File: src/rtl/regfile_pkg.sv
// Shared types and helpers for the multi-port register file and the decode hazard unit.
// busy_next() is the single source of the scoreboard priority rule.
package regfile_pkg;

  localparam int unsigned XLEN_DEFAULT  = 32;
  localparam int unsigned NREGS_DEFAULT = 32;

  typedef logic [$clog2(NREGS_DEFAULT)-1:0] reg_idx_t;
  typedef logic [XLEN_DEFAULT-1:0]          xword_t;

  // Flush beats a new producer, a new producer beats a retiring write.
  function automatic logic busy_next(input logic cur, input logic flush, input logic alloc_hit,
                                     input logic wr_hit);
    return flush ? 1'b0 : alloc_hit ? 1'b1 : wr_hit ? 1'b0 : cur;
  endfunction

endpackage

File: src/rtl/regfile_rport.sv
// One registered read port: zero-register forcing, write-first bypass, and output
// registers for data, index and busy that hold while the port is disabled.
module regfile_rport
  import regfile_pkg::*;
#(
  parameter int unsigned XLEN     = XLEN_DEFAULT,
  parameter int unsigned AW       = $clog2(NREGS_DEFAULT),
  parameter bit          ZERO_REG = 1'b1
) (
  input  logic            clk,
  input  logic            rst_n,
  input  logic            rd_en_i,
  input  logic [AW-1:0]   rd_sel_i,
  input  logic [XLEN-1:0] arr_data_i,
  input  logic            busy_next_i,
  input  logic            we_i,
  input  logic [AW-1:0]   wr_sel_i,
  input  logic [XLEN-1:0] wr_data_i,
  output logic [XLEN-1:0] rd_data_o,
  output logic [AW-1:0]   rd_sel_o,
  output logic            rd_busy_o
);

  logic            w_is_zero;
  logic            w_wr_hit;
  logic [XLEN-1:0] w_data;

  logic [XLEN-1:0] r_data;
  logic [AW-1:0]   r_sel;
  logic            r_busy;

  always_comb begin
    w_is_zero = ZERO_REG && (rd_sel_i == '0);
    w_wr_hit  = we_i && (wr_sel_i == rd_sel_i);
    // Zero register wins even over a same-cycle write aimed at it.
    w_data    = w_is_zero ? '0 : (w_wr_hit ? wr_data_i : arr_data_i);
  end

  always_ff @(posedge clk or negedge rst_n) begin
    if (!rst_n) begin
      r_data <= '0;
      r_sel  <= '0;
      r_busy <= 1'b0;
    end else if (rd_en_i) begin
      r_data <= w_data;
      r_sel  <= rd_sel_i;
      r_busy <= busy_next_i;
    end
  end

  assign rd_data_o = r_data;
  assign rd_sel_o  = r_sel;
  assign rd_busy_o = r_busy;

endmodule

File: src/rtl/regfile_mp_sb.sv
// Parametrised NRP-read / 1-write integer register file with registered reads,
// write-first bypass and a per-register busy scoreboard for RAW hazard detection.
module regfile_mp_sb
  import regfile_pkg::*;
#(
  parameter int unsigned XLEN     = XLEN_DEFAULT,
  parameter int unsigned NREGS    = NREGS_DEFAULT,
  parameter int unsigned NRP      = 2,
  parameter bit          ZERO_REG = 1'b1,
  localparam int unsigned AW      = $clog2(NREGS)
) (
  input  logic                clk,
  input  logic                rst_n,
  input  logic [NRP-1:0]      rd_en_i,
  input  logic [NRP*AW-1:0]   rd_sel_i,
  output logic [NRP*XLEN-1:0] rd_data_o,
  output logic [NRP*AW-1:0]   rd_sel_o,
  output logic [NRP-1:0]      rd_busy_o,
  input  logic                we_i,
  input  logic [AW-1:0]       wr_sel_i,
  input  logic [XLEN-1:0]     wr_data_i,
  input  logic                alloc_i,
  input  logic [AW-1:0]       alloc_sel_i,
  input  logic                flush_i
);

  logic [XLEN-1:0]  r_regs [NREGS];
  logic [NREGS-1:0] r_busy;
  logic [NREGS-1:0] w_busy_d;
  logic             w_wr_en;

  assign w_wr_en = we_i && !(ZERO_REG && (wr_sel_i == '0));

  always_ff @(posedge clk or negedge rst_n) begin
    if (!rst_n) begin
      for (int unsigned i = 0; i < NREGS; i++) begin
        r_regs[i] <= '0;
      end
    end else if (w_wr_en) begin
      r_regs[wr_sel_i] <= wr_data_i;
    end
  end

  always_comb begin
    w_busy_d = r_busy;
    for (int unsigned r = 0; r < NREGS; r++) begin
      w_busy_d[r] = busy_next(r_busy[r], flush_i, alloc_i && (alloc_sel_i == AW'(r)),
                              we_i && (wr_sel_i == AW'(r)));
    end
    if (ZERO_REG) begin
      w_busy_d[0] = 1'b0;
    end
  end

  always_ff @(posedge clk or negedge rst_n) begin
    if (!rst_n) begin
      r_busy <= '0;
    end else begin
      r_busy <= w_busy_d;
    end
  end

  for (genvar p = 0; p < NRP; p++) begin : g_rport
    logic [AW-1:0] w_sel;
    assign w_sel = rd_sel_i[p*AW +: AW];

    // Ports see next-cycle busy so a same-cycle alloc/write/flush is already visible.
    regfile_rport #(
      .XLEN     (XLEN),
      .AW       (AW),
      .ZERO_REG (ZERO_REG)
    ) u_rport (
      .clk         (clk),
      .rst_n       (rst_n),
      .rd_en_i     (rd_en_i[p]),
      .rd_sel_i    (w_sel),
      .arr_data_i  (r_regs[w_sel]),
      .busy_next_i (w_busy_d[w_sel]),
      .we_i        (we_i),
      .wr_sel_i    (wr_sel_i),
      .wr_data_i   (wr_data_i),
      .rd_data_o   (rd_data_o[p*XLEN +: XLEN]),
      .rd_sel_o    (rd_sel_o[p*AW +: AW]),
      .rd_busy_o   (rd_busy_o[p])
    );
  end

endmodule

File: config.mk
export PLATFORM = sky130hd
export DESIGN_NAME = regfile_mp_sb
export DESIGN_NICKNAME = d
export VERILOG_FILES = /design/src/rtl/regfile_pkg.sv /design/src/rtl/regfile_rport.sv /design/src/rtl/regfile_mp_sb.sv
export SDC_FILE = /design/constraint.sdc
export NUM_CORES = 2
export LEC_CHECK = 0
export BUFFER_PORTS_ARGS = -buffer_cell sky130_fd_sc_hd__buf_2
export CAP_MARGIN = 20
export CORE_MARGIN = 2
export CORE_UTILIZATION = 55
export CTS_CLUSTER_DIAMETER = 30
export DETAILED_ROUTE_END_ITERATION = 7
export PLACE_DENSITY = 0.71
export SLEW_MARGIN = 5
export SYNTH_ARGS = -nofsm -noshare
export SYNTH_HDL_FRONTEND = slang
export SYNTH_SLANG_ARGS = --single-unit
File: constraint.sdc
create_clock -name clk -period 2.9 [get_ports clk]
set_clock_uncertainty 0.2 [all_clocks]
set_input_delay 0.435 -clock clk [delete_from_list [all_inputs] [get_ports clk]]
set_output_delay 0.435 -clock clk [all_outputs]
set_load 0.005 [all_outputs]
==> results.yml <==
timing:
  clock.fmax_mhz: 394
  slew-limit-headroom_pct: 49.3
  period_needed_ps: 2540
  hold_ws_ps: 60.5
  slew_viol_final: 0
  period_share_pct: 87.6
  finalHoldViolCount: 0
  setup_viol: 0
  setup_ws_ps: 359
  tightestPinTransition_ps: 760
  final.setup.tns_ps: 0
  rsz0062_at_grt: "false"
critical_path:
  r2r_start: "r_regs[58]"
  crit_path_frequent_cell: "dlygate4sd3_1"
  startpoint: "alloc_i"
  critPathKind: "input pin to register"
  critical_path.cell_chain: "dlygate4sd3_1, buf_2, nor4b_1, dlygate4sd3_1, buf_4, nand3_1, a32oi_1, a2111o_1, o311a_1, o22a_1"
  cp_data_required_time_ps: 3380
  critical_path.max_stage_delay_ps: 560
  cp_max_fo: 10
  start_kind: "input pin"
  arrival_ps: 3020
  crit_slowest_cell: "dlygate4sd3_1"
  cp-end-kind: "register"
clocking:
  clkLatencyLatePin_ps: 810
  tritoncts: "built"
  htreeDepth: 4
  clk_pin_slew_worst_paths_ps: 40
  max-clock-path-buffers: 3
  clock-sinks: 1131
  postCtsSetupBuffers: 0
  clockRootBuffer: "clkbuf_16"
  cts_buffers: 237
placed_design:
  dp_hpwl_mm: 105
  place.port_buffers: 134
  gp_congestion: 0.907
  place_ws_ps: 66.9
logic_synthesis:
  synth_most_common_cell: "dfrtp_1"
  syn_area_per_cell_um2: 15.4
  syn_inst: 3851
  yosysTopAreaCellShare_pct: 47.6
  synthArstFlopShare_pct: 100
  synth_area_leaders: "dfrtp_1 48%, mux4_2 24%, mux2_2 15%"
  synth_seq_cells: 1131
  syn_nets: 3910
  synth_edf_count: 0
  ys_top_cells_by_count: "1,131 x dfrtp_1, 798 x mux2_2, 640 x mux4_2"
  ys_warn_count: 0
  ys.flop_type: "dfrtp_1"
  syn-cell-area_um2: 59500
  ys_types: 69
  yosysTopAreaCell: "dfrtp_1"
  synth_seq_area_share_pct: 47.6
global_routing:
  grt_pass1_wl_mm: 275
  grt.total_usage_pct: 33.7
  grt_max_degree: 124
  antenna_found_initial: 2
  overflow: 0
  grt_pass1_vias: 41654
routing:
  first_pass_iters: 5
  ant_nets: 0
  drt_wl_total_mm: 183
  drc: 0
  vias_per_cell: 6.93
  routedWlPerCell_um: 32.0
  vias: 39500
  drt-initial-drc-count: 4453
worst_hold_path:
  hp-class: "input pin to register"
  min_from: "we_i"
floorplan:
  die_x_um: 333
  die_height_um: 333
  core_area_um2: 107000
  fp.dieArea_um2: 111000
  start_util_pct: 55.5
  pin_count: 135
  rows: 120
power_and_ir_drop:
  ir_drop_v: 0.000561
  power_density_nw_per_um2: 812
  power_leakage_nw: 31.9
final_layout:
  final_util_pct: 68.0
  layout.nets: 4146
  insertedDiodeCount: 0
  drive_gt1_share_pct: 53.7
  areaGrowthSynthToFinish_pct: 22.6
flow_run:
  drv_cap: 0
outcome:
  outcome: "finished, final reports clean"
[registers in the layout (all words and copies together), names as in the netlist]
signal                     cells
g_rport.u_rport.rd_sel_o      10
g_rport.u_rport.rd_data_o     64
g_rport.u_rport.rd_busy_o      2
r_busy                        31
r_regs                      1024
[per-stage QoR]
| stage | power, mW | std cells | area (um2) |
|---|---|---|---|
| floorplan | 27.3 | 3851 | 59500 |
| global placement | 30.0 | 5208 | 63900 |
| detailed placement | 30.5 | 5208 | 63900 |
| CTS | 59.4 | 5700 | 73000 |
| global route | 61.3 | 5700 | 73000 |
| finish | 59.2 | 5700 | 73000 |
[worst max-delay path, delay by kind of cell]
family	cells	cell delay (ps)
compound gates	4	910
buf+inv	4	1420
simple gates	2	260
[layout make-up]
class / instances / area [um2]
fill: 7104 / 34300
multi-input combinational: 2239 / 29500
sequential: 1131 / 28300
clock buffer: 289 / 6480
timing repair buffer: 434 / 4620
clock inverter: 160 / 2160
tap: 1403 / 1760
inverter: 44 / 166
[cell families after synthesis]
family	count (synthesis)	synth area share, %
simple gates	296	2.38
flops	1131	47.6
compound gates	257	2.79
buf+inv	481	3.35
xor+xnor	12	0.177
mux	1674	43.7
[final timing paths]
check | endpoint | slack (ps) | depth (start not counted)
max | g_rport[1].u_rport.rd_busy_o | 360 | 10
min | r_busy[21] | 60 | 4
max reg2reg | g_rport[1].u_rport.rd_data_o[26] | 680 | 7
min reg2reg | r_regs[1022] | 190 | 0
max in group asynchronous | r_regs[995] | 1360 | 3
min in group asynchronous | r_busy[12] | 250 | 3
[layer usage]
| layer | GRT usage (%) | up-vias | share of wire [%] |
|---|---|---|---|
| met3 | 8.04 | 507 | 9.0 |
| met1 | 46.9 | 21337 | 40 |
| met4 | 14.9 | 4 | 4.4 |
| li1 | - | 15521 | - |
| met2 | 51.0 | 2131 | 46 |
| met5 | 0 | - | 0.016 |
[timing repair]
action	in CTS	in global routing
endpoints found under the setup margin	0	0
hold buffers	43	0
endpoints found under the hold margin	948	0
resized for setup	0	0
[cell usage in the layout (no fill, tap or decap), types with 8 or more instances in the layout]
cell           count
a21oi_1           29
buf_12           122
buf_2            125
buf_4            137
bufinv_16         38
clkbuf_1          18
clkbuf_16        238
clkbuf_8          33
clkinv_2          39
clkinv_4          21
clkinvlp_4        34
dfrtp_1         1131
dlygate4sd3_1     43
inv_1             40
inv_6             17
mux2_1           202
mux2_2           798
mux2i_1           34
mux4_2           640
nand2_1          138
nand2_4           11
nand3_1           52
nor2_1            13
nor2_4            16
nor2b_1           11
o211ai_1           8
o21ai_0           41
o21ai_1           51
o22ai_1           38
o2bb2ai_1         32
xor2_1             8
[power breakdown]
part	total (mW)	internal (mW)	switching, mW
clock network	28.7	19.3	9.42
registers	21.1	18.8	2.28
logic	9.45	5.91	3.55
Note: power is estimated with default switching activity, not from simulation.
